### config.mk
export PLATFORM = sky130hd
export DESIGN_NAME = bin2bcd_seq
export DESIGN_NICKNAME = d
export VERILOG_FILES = /design/src/rtl/bin2bcd_pkg.sv /design/src/rtl/bcd_digit_adj.sv /design/src/rtl/bin2bcd_seq.sv
export SDC_FILE = /design/constraint.sdc
export NUM_CORES = 1
export LEC_CHECK = 0
export ABC_AREA = 1
export ABC_CLOCK_PERIOD_IN_PS = 5100
export CAP_MARGIN = 20
export CORE_MARGIN = 4
export CORE_UTILIZATION = 59
export DETAILED_ROUTE_END_ITERATION = 8
export PLACE_DENSITY = 0.85
export SYNTH_ARGS = -nofsm -noshare
export SYNTH_HDL_FRONTEND = slang
export SYNTH_HIERARCHICAL = 1
export SYNTH_SLANG_ARGS = --single-unit
### constraint.sdc
create_clock -name sys_clk -period 5.1 [get_ports sys_clk]
set_input_delay 1.275 -clock sys_clk [delete_from_list [all_inputs] [get_ports sys_clk]]
set_output_delay 1.275 -clock sys_clk [all_outputs]
set_load 0.03 [all_outputs]
### src/rtl/bin2bcd_pkg.sv
// Shared constants and the FSM state type for the sequential binary-to-BCD converter.
package bin2bcd_pkg;

  // Binary input width, sized to the display data bus.
  localparam int W_IN = 20;

  // Number of BCD digits on the six-digit display.
  localparam int N_DIG = 6;

  // Largest value the display can show; larger inputs saturate here.
  localparam int unsigned SAT_MAX = 999999;

  // Conversion FSM states.
  typedef enum logic [1:0] {
    IDLE = 2'd0,
    CONV = 2'd1,
    DONE = 2'd2
  } state_t;

endpackage

### src/rtl/bcd_digit_adj.sv
// Double-dabble correction cell: one BCD digit, add 3 when the digit is 5 or more.
module bcd_digit_adj (
  input  logic [3:0] d,
  output logic [3:0] q
);

  // Pre-shift correction so the following left shift carries into the next digit.
  always_comb begin
    q = d;
    if (d >= 4'd5) q = d + 4'd3;
  end

endmodule

### src/rtl/bin2bcd_seq.sv
// Sequential binary-to-BCD converter (double dabble, one bit per cycle) feeding a
// six-digit display driver. Results live in dedicated output registers.
//
// Handshake: a transfer happens on a rising edge where valid and ready are both 1.
// in_ready is 1 only in IDLE, out_valid is 1 only in DONE; out_bcd/out_lead/out_ovf
// hold the last result until the next conversion completes.
module bin2bcd_seq #(
  parameter int W_IN  = bin2bcd_pkg::W_IN,
  parameter int N_DIG = bin2bcd_pkg::N_DIG
) (
  input  logic                   sys_clk,
  input  logic                   sys_rst,
  input  logic                   in_valid,
  output logic                   in_ready,
  input  logic [W_IN-1:0]        in_data,
  output logic                   out_valid,
  input  logic                   out_ready,
  output logic [4*N_DIG-1:0]     out_bcd,
  output logic [N_DIG-1:0]       out_lead,
  output logic                   out_ovf,
  output bin2bcd_pkg::state_t    state
);

  import bin2bcd_pkg::*;

  localparam int CNT_W = $clog2(W_IN + 1);
  localparam logic [N_DIG-1:0] LEAD_RST = {{(N_DIG-1){1'b0}}, 1'b1};

  logic [4*N_DIG-1:0] bcd_q;
  logic [W_IN-1:0]    bin_q;
  logic [CNT_W-1:0]   cnt_q;
  logic               ovf_q;

  logic [4*N_DIG-1:0] bcd_adj;
  logic [4*N_DIG-1:0] bcd_next;
  logic [W_IN-1:0]    bin_next;
  logic [N_DIG-1:0]   lead_next;
  logic               sat_hit;
  logic               seen;

  // One correction cell per digit.
  for (genvar g = 0; g < N_DIG; g++) begin : g_adj
    bcd_digit_adj u_adj (
      .d(bcd_q[4*g +: 4]),
      .q(bcd_adj[4*g +: 4])
    );
  end

  // Shift {bcd, bin} left by one after correction; the top corrected bit falls off
  // and is always zero because the input is saturated to six digits.
  assign bcd_next = (4*N_DIG)'({bcd_adj, bin_q[W_IN-1]});
  assign bin_next = {bin_q[W_IN-2:0], 1'b0};

  // Inputs above the display range are clamped at capture.
  assign sat_hit = (32'(in_data) > SAT_MAX);

  // Significance mask: every digit at or below the highest non-zero digit, units always on.
  always_comb begin
    seen      = 1'b0;
    lead_next = '0;
    for (int i = N_DIG - 1; i >= 0; i--) begin
      seen         = seen | (bcd_next[4*i +: 4] != 4'd0);
      lead_next[i] = seen;
    end
    lead_next[0] = 1'b1;
  end

  // Conversion FSM with registered handshake and result outputs.
  always_ff @(posedge sys_clk) begin
    if (sys_rst) begin
      state     <= IDLE;
      in_ready  <= 1'b1;
      out_valid <= 1'b0;
      out_bcd   <= '0;
      out_lead  <= LEAD_RST;
      out_ovf   <= 1'b0;
      cnt_q     <= '0;
      bcd_q     <= '0;
      bin_q     <= '0;
      ovf_q     <= 1'b0;
    end else begin
      case (state)
        IDLE: begin
          if (in_valid) begin
            bin_q    <= sat_hit ? W_IN'(SAT_MAX) : in_data;
            ovf_q    <= sat_hit;
            bcd_q    <= '0;
            cnt_q    <= CNT_W'(W_IN);
            in_ready <= 1'b0;
            state    <= CONV;
          end
        end
        CONV: begin
          bcd_q <= bcd_next;
          bin_q <= bin_next;
          cnt_q <= cnt_q - CNT_W'(1);
          if (cnt_q == CNT_W'(1)) begin
            out_bcd   <= bcd_next;
            out_lead  <= lead_next;
            out_ovf   <= ovf_q;
            out_valid <= 1'b1;
            state     <= DONE;
          end
        end
        DONE: begin
          // Back to IDLE only; a new value is taken on a later edge.
          if (out_ready) begin
            out_valid <= 1'b0;
            in_ready  <= 1'b1;
            state     <= IDLE;
          end
        end
        default: begin
          out_valid <= 1'b0;
          in_ready  <= 1'b1;
          state     <= IDLE;
        end
      endcase
    end
  end

endmodule

==> reports/results.txt, run 1 <==
status: completed
met3 WL: 397 um
CTS clk-pin slew, worst paths: 0.08 ns
pre-CTS WS: 1.84 ns
routability cong.: 0.826
Reg-to-Reg Start: state[0]
post-layout min period: 2.89 ns
# H-tree levels: 3
CTS Sinks: 84
post-CTS resize count: 0
max-slew violation count: 0
max-cap viol count: 0
worst hold path class: reg -> reg
starting DRC count in detailed routing: 216
WP data arrival: 3.18 ns
f_max: 346 MHz
All-Layer GR Usage: 21.9%
initial antenna violation count: 0
DR pass1 iterations: 6
Mapped Area: 4130 um2
Fillers: 570
hold-critical path depth: 2
Post-CTS Setup Bufs: 0
total number of vias: 3809
RSZ-0062 raised after global routing: false
I/O Buffers: 57
worst hold start: bcd_q[23]
Row Count: 30
Synth Instances: 568
post-DR wirelength/cell: 12.6 um
Worst Max-Slew Pin Slew: 0.966 ns
detailed placement HPWL: 6160 um
Routed Antenna Nets: 0
final instance area: 4930 um2
top sig layer: met4
Die Footprint: 8410 um2
antenna cells: 0
Clk Latency, worst-skew pair: 0.36 ns
first-pass GRT wire length: 15200 um
Power Total: 1.42 mW
launch point of the worst path: sys_rst
CP max-delay cell: inv_1
max incr delay on CP: 0.77 ns
DP Area: 4690 um2
# setup viols final: 0
Worst Setup Start Kind: primary input
crit path kind: in -> reg
crit-path max FO: 46
Cell Pwr Density: 288 nW/um2
Setup TNS Final: 0 ns
nets@finish: 649
CTS max path bufs: 2
reg2reg path depth: 11
Worst Hold Path EP: bcd_q[23]
I/O pins: 59
core area: 6790 um2
CP Capture Type: flop
most common cell after layout, fill and taps aside: nand2_1
Vias per Instance: 5.35
Leakage: 1.91 nW
Hold Vio Cnt, Final: 0
Max IR drop VDD: 0.267 mV
largest net degree at the start of global routing: 52
fin crit share: 56.6%
number of global-route vias before repair: 3528
wl on met1: 3870 um
CTS buffer count: 9
skew final: 0.00956 ns
most frequent cells in the layout: nand2_1 (121), dfxtp_1 (84), nor2_1 (83), clkdlybuf4s50_1 (57), a21oi_1 (48)
R2R Setup Slk: 2.80 ns
required time worst endpoint: 5.39 ns
area grow syn2layout: 19.2%
Overflow after GRT: 0
Horiz. Die Dim: 91.7 um
Rel. slew slack: 35.6%
crit-path cells: clkdlybuf4s50_1, buf_4, inv_1, o21ai_0, a21oi_1
warnings from Yosys: 6
Die H: 91.7 um
Layout Utilization: 72.5%
number of remaining DRC errors: 0
ratio of cells with drive above 1 in the final layout: 10.1%
routed wl met2: 4580 um
CTS tree: built
Avg Inst Size Synth: 7.28 um2
setup ws final: 2.21 ns
CTS Root Cell: clkbuf_8
WL final: 8960 um
R2R Path End: out_lead[1]
cts hold-fix bufs: 0
Starting Density: 60.8%
Mapped Nets: 606
-- final cells by class --
| class | instances | area [um2] | share of cell area (%) |
|---|---|---|---|
| Clock buffer | 11 | 131 | 2.67 |
| Clock inverter | 5 | 100 | 2.03 |
| Inverter | 52 | 195 | 3.96 |
| Multi-Input combinational cell | 404 | 2100 | 42.7 |
| Sequential cell | 84 | 1680 | 34.1 |
| Tap cell | 96 | 120 | 2.44 |
| Timing Repair Buffer | 60 | 593 | 12.0 |
-- metrics by stage --
step | instances | hold slack (ns)
after floorplan | 568 | 0.439
after global placement | 696 | 0.450
after detailed placement | 696 | 0.458
after CTS | 712 | 0.468
after global routing | 712 | 0.497
final | 712 | 0.466
-- worst max-delay path by stage --
stage / slack, ns / to / depth (start not counted)
after floorplan: 2.95 / ovf_q / 9
after global placement: 1.93 / ovf_q / 5
after detailed placement: 1.84 / out_lead[5] / 5
after CTS: 2.21 / out_lead[4] / 5
after global routing: 1.98 / out_lead[5] / 5
final: 2.21 / out_lead[4] / 5
-- registers in the layout, indices dropped and copies added, names as in the netlist --
signal,count
bcd_q,24
out_bcd,24
bin_q,20
cnt_q,5
out_lead,5
state,2
in_ready,1
out_ovf,1
out_valid,1
ovf_q,1
-- layer usage --
layer / vias up / GRT usage [%]
li1: 1931 / -
met5: - / 0
met4: 0 / 7.43
met3: 13 / 5.50
met1: 1783 / 25.4
met2: 82 / 39.1
-- critical path, delay by kind of cell --
family	cells	cell delay, ns
AOI/OAI and AO/OA	2	0.41
buffers and inverters	3	1.47
-- report_power, final --
| group | switching, mW | leakage, nW | internal [mW] |
|---|---|---|---|
| clock | 0.228 | 0.117 | 0.324 |
| sequential | 0.0150 | 0.682 | 0.682 |
| combinational | 0.106 | 1.11 | 0.0664 |
(Power assumes the default switching activity.)
==> run 2: changes to the inputs <==
ABC_CLOCK_PERIOD_IN_PS = 2620   (was 5100)
CORE_UTILIZATION = 49   (was 59)
PLACE_DENSITY = 0.76   (was 0.85)
clock period = 2.62 ns   (was 5.1 ns; I/O delays follow)
==> reports/results.txt, run 2 (synthesized netlist as in run 1, its figures left out) <==
status: completed
Hold Vio Cnt, Final: 0 (unchanged)
DR pass1 iterations: 5 (-1)
Rel. slew slack: 62.6% (+27 points)
delay-heaviest family, CP: buffers and inverters
biggest regs: bcd_q (24), out_bcd (24), bin_q (20)
crit-path max FO: 4 (-91%)
largest net degree at the start of global routing: 51 (-1.9%)
WL final: 9130 um (+1.9%)
crit path kind: reg -> out
post-CTS resize count: 0 (unchanged)
cts hold-fix bufs: 0 (unchanged)
nets@finish: 654 (+0.77%)
Max IR drop VDD: 0.488 mV (+83%)
Overflow after GRT: 0 (unchanged)
I/O pins: 59 (unchanged)
crit-path cells: clkdlybuf4s50_1
core area: 8220 um2 (+21%)
I/O Buffers: 57 (unchanged)
reg2reg path depth: 12 (+1)
CTS Sinks: 84 (unchanged)
Die Footprint: 9970 um2 (+19%)
Setup TNS Final: 0 ns (unchanged)
Starting Density: 50.3% (-11 points)
Row Count: 33 (+10%)
detailed placement HPWL: 6310 um (+2.5%)
total number of vias: 3792 (-0.45%)
hold-critical path depth: 2 (unchanged)
CP max-delay cell: clkdlybuf4s50_1
most frequent cells in the layout: nand2_1 (121), dfxtp_1 (84), nor2_1 (83), clkdlybuf4s50_1 (57), a21oi_1 (48)
Clk Latency, worst-skew pair: 0.35 ns (about the same)
CTS Root Cell: clkbuf_8
DP Area: 4740 um2 (+1.0%)
fin crit share: 80.7%
RSZ-0062 raised after global routing: false
CP Capture Type: primary output
Post-CTS Setup Bufs: 0 (unchanged)
Horiz. Die Dim: 99.8 um (+8.9%)
CTS buffer count: 9 (unchanged)
final instance area: 4940 um2 (+0.28%)
worst hold path class: reg -> reg
most common cell after layout, fill and taps aside: nand2_1
skew final: 0.00910 ns (-0.000459 ns)
WP data arrival: 1.46 ns (-1.72 ns)
All-Layer GR Usage: 19.1% (-2.8 points)
required time worst endpoint: 1.97 ns (-3.42 ns)
max-cap viol count: 0 (unchanged)
Cell Pwr Density: 534 nW/um2 (+85%)
Worst Setup Start Kind: flop
first-pass GRT wire length: 15700 um (+3.0%)
CTS tree: built
Vias per Instance: 5.22 (-2.4%)
# setup viols final: 0 (unchanged)
initial antenna violation count: 0 (unchanged)
CTS clk-pin slew, worst paths: 0.07 ns (about the same)
post-DR wirelength/cell: 12.6 um (about the same)
Leakage: 1.91 nW (+0.26%)
area grow syn2layout: 19.5%
antenna cells: 0 (unchanged)
routability cong.: 0.842 (+1.9%)
max incr delay on CP: 0.70 ns (-0.07 ns)
# H-tree levels: 3 (unchanged)
Routed Antenna Nets: 0 (unchanged)
WP buf/inv: 1 (-2)
number of global-route vias before repair: 3580 (+1.5%)
Worst Max-Slew Pin Slew: 0.561 ns (-0.405 ns)
f_max: 473 MHz
Die H: 99.8 um (+8.9%)
number of remaining DRC errors: 0 (unchanged)
CTS max path bufs: 2 (unchanged)
max-slew violation count: 0 (unchanged)
starting DRC count in detailed routing: 146 (-32%)
Levels on crit path: 1 (-4)
post-layout min period: 2.11 ns
ratio of cells with drive above 1 in the final layout: 10.5% (+0.40 points)
[run 2: worst min-delay path: stages, from the launching register on]
cell and delay [ns]:
dfxtp_1 0.31, nand2_1 0.06, a21oi_1 0.05
[run 2: worst paths after layout]
| check | from | to | slack (ns) |
|---|---|---|---|
| setup / recovery | state[1] | state[1] | 0.51 |
| hold / removal | cnt_q[1] | cnt_q[1] | 0.46 |
| setup reg to reg | bcd_q[20] | out_lead[2] | 0.61 |
| hold reg to reg | cnt_q[1] | cnt_q[1] | 0.46 |
[run 2: final cells by class]
type                            instances  area, um2
Multi-Input combinational cell        404       2100
Clock buffer                           15        166
Timing Repair Buffer                   65        631
Clock inverter                          1       30.0
Inverter                               52        195
Fill cell                             758       3280
Tap cell                              105        131
Sequential cell                        84       1680
[run 2: report_power, final]
group / switching (mW) / internal [mW]
clock network: 0.441 / 0.496
logic: 0.211 / 0.137
registers: 0.0283 / 1.33
total: 0.680 / 1.96
[run 2: routing by layer]
metal	share of wire (%)	GRT usage, %	vias to the layer above
met1	45	23.1	1751
li1	-	-	1940
met4	1.7	8.30	0
met2	49	33.1	87
met3	4.2	3.41	14
met5	0	0	-
[run 2: through the flow]
| stage | hold WS, ns | util (%) | setup WS [ns] | std cells | power [mW] |
|---|---|---|---|---|---|
| floorplan | 0.439 | - | 0.943 | 568 | 1.62 |
| global placement | 0.450 | 57.7 | 0.471 | 710 | 1.72 |
| CTS | 0.464 | 60.1 | 0.485 | 726 | 2.66 |
| detailed placement | 0.454 | 57.7 | 0.417 | 710 | 1.73 |
| global route | 0.480 | 60.1 | 0.436 | 726 | 2.76 |
| finish | 0.464 | 60.1 | 0.506 | 726 | 2.64 |
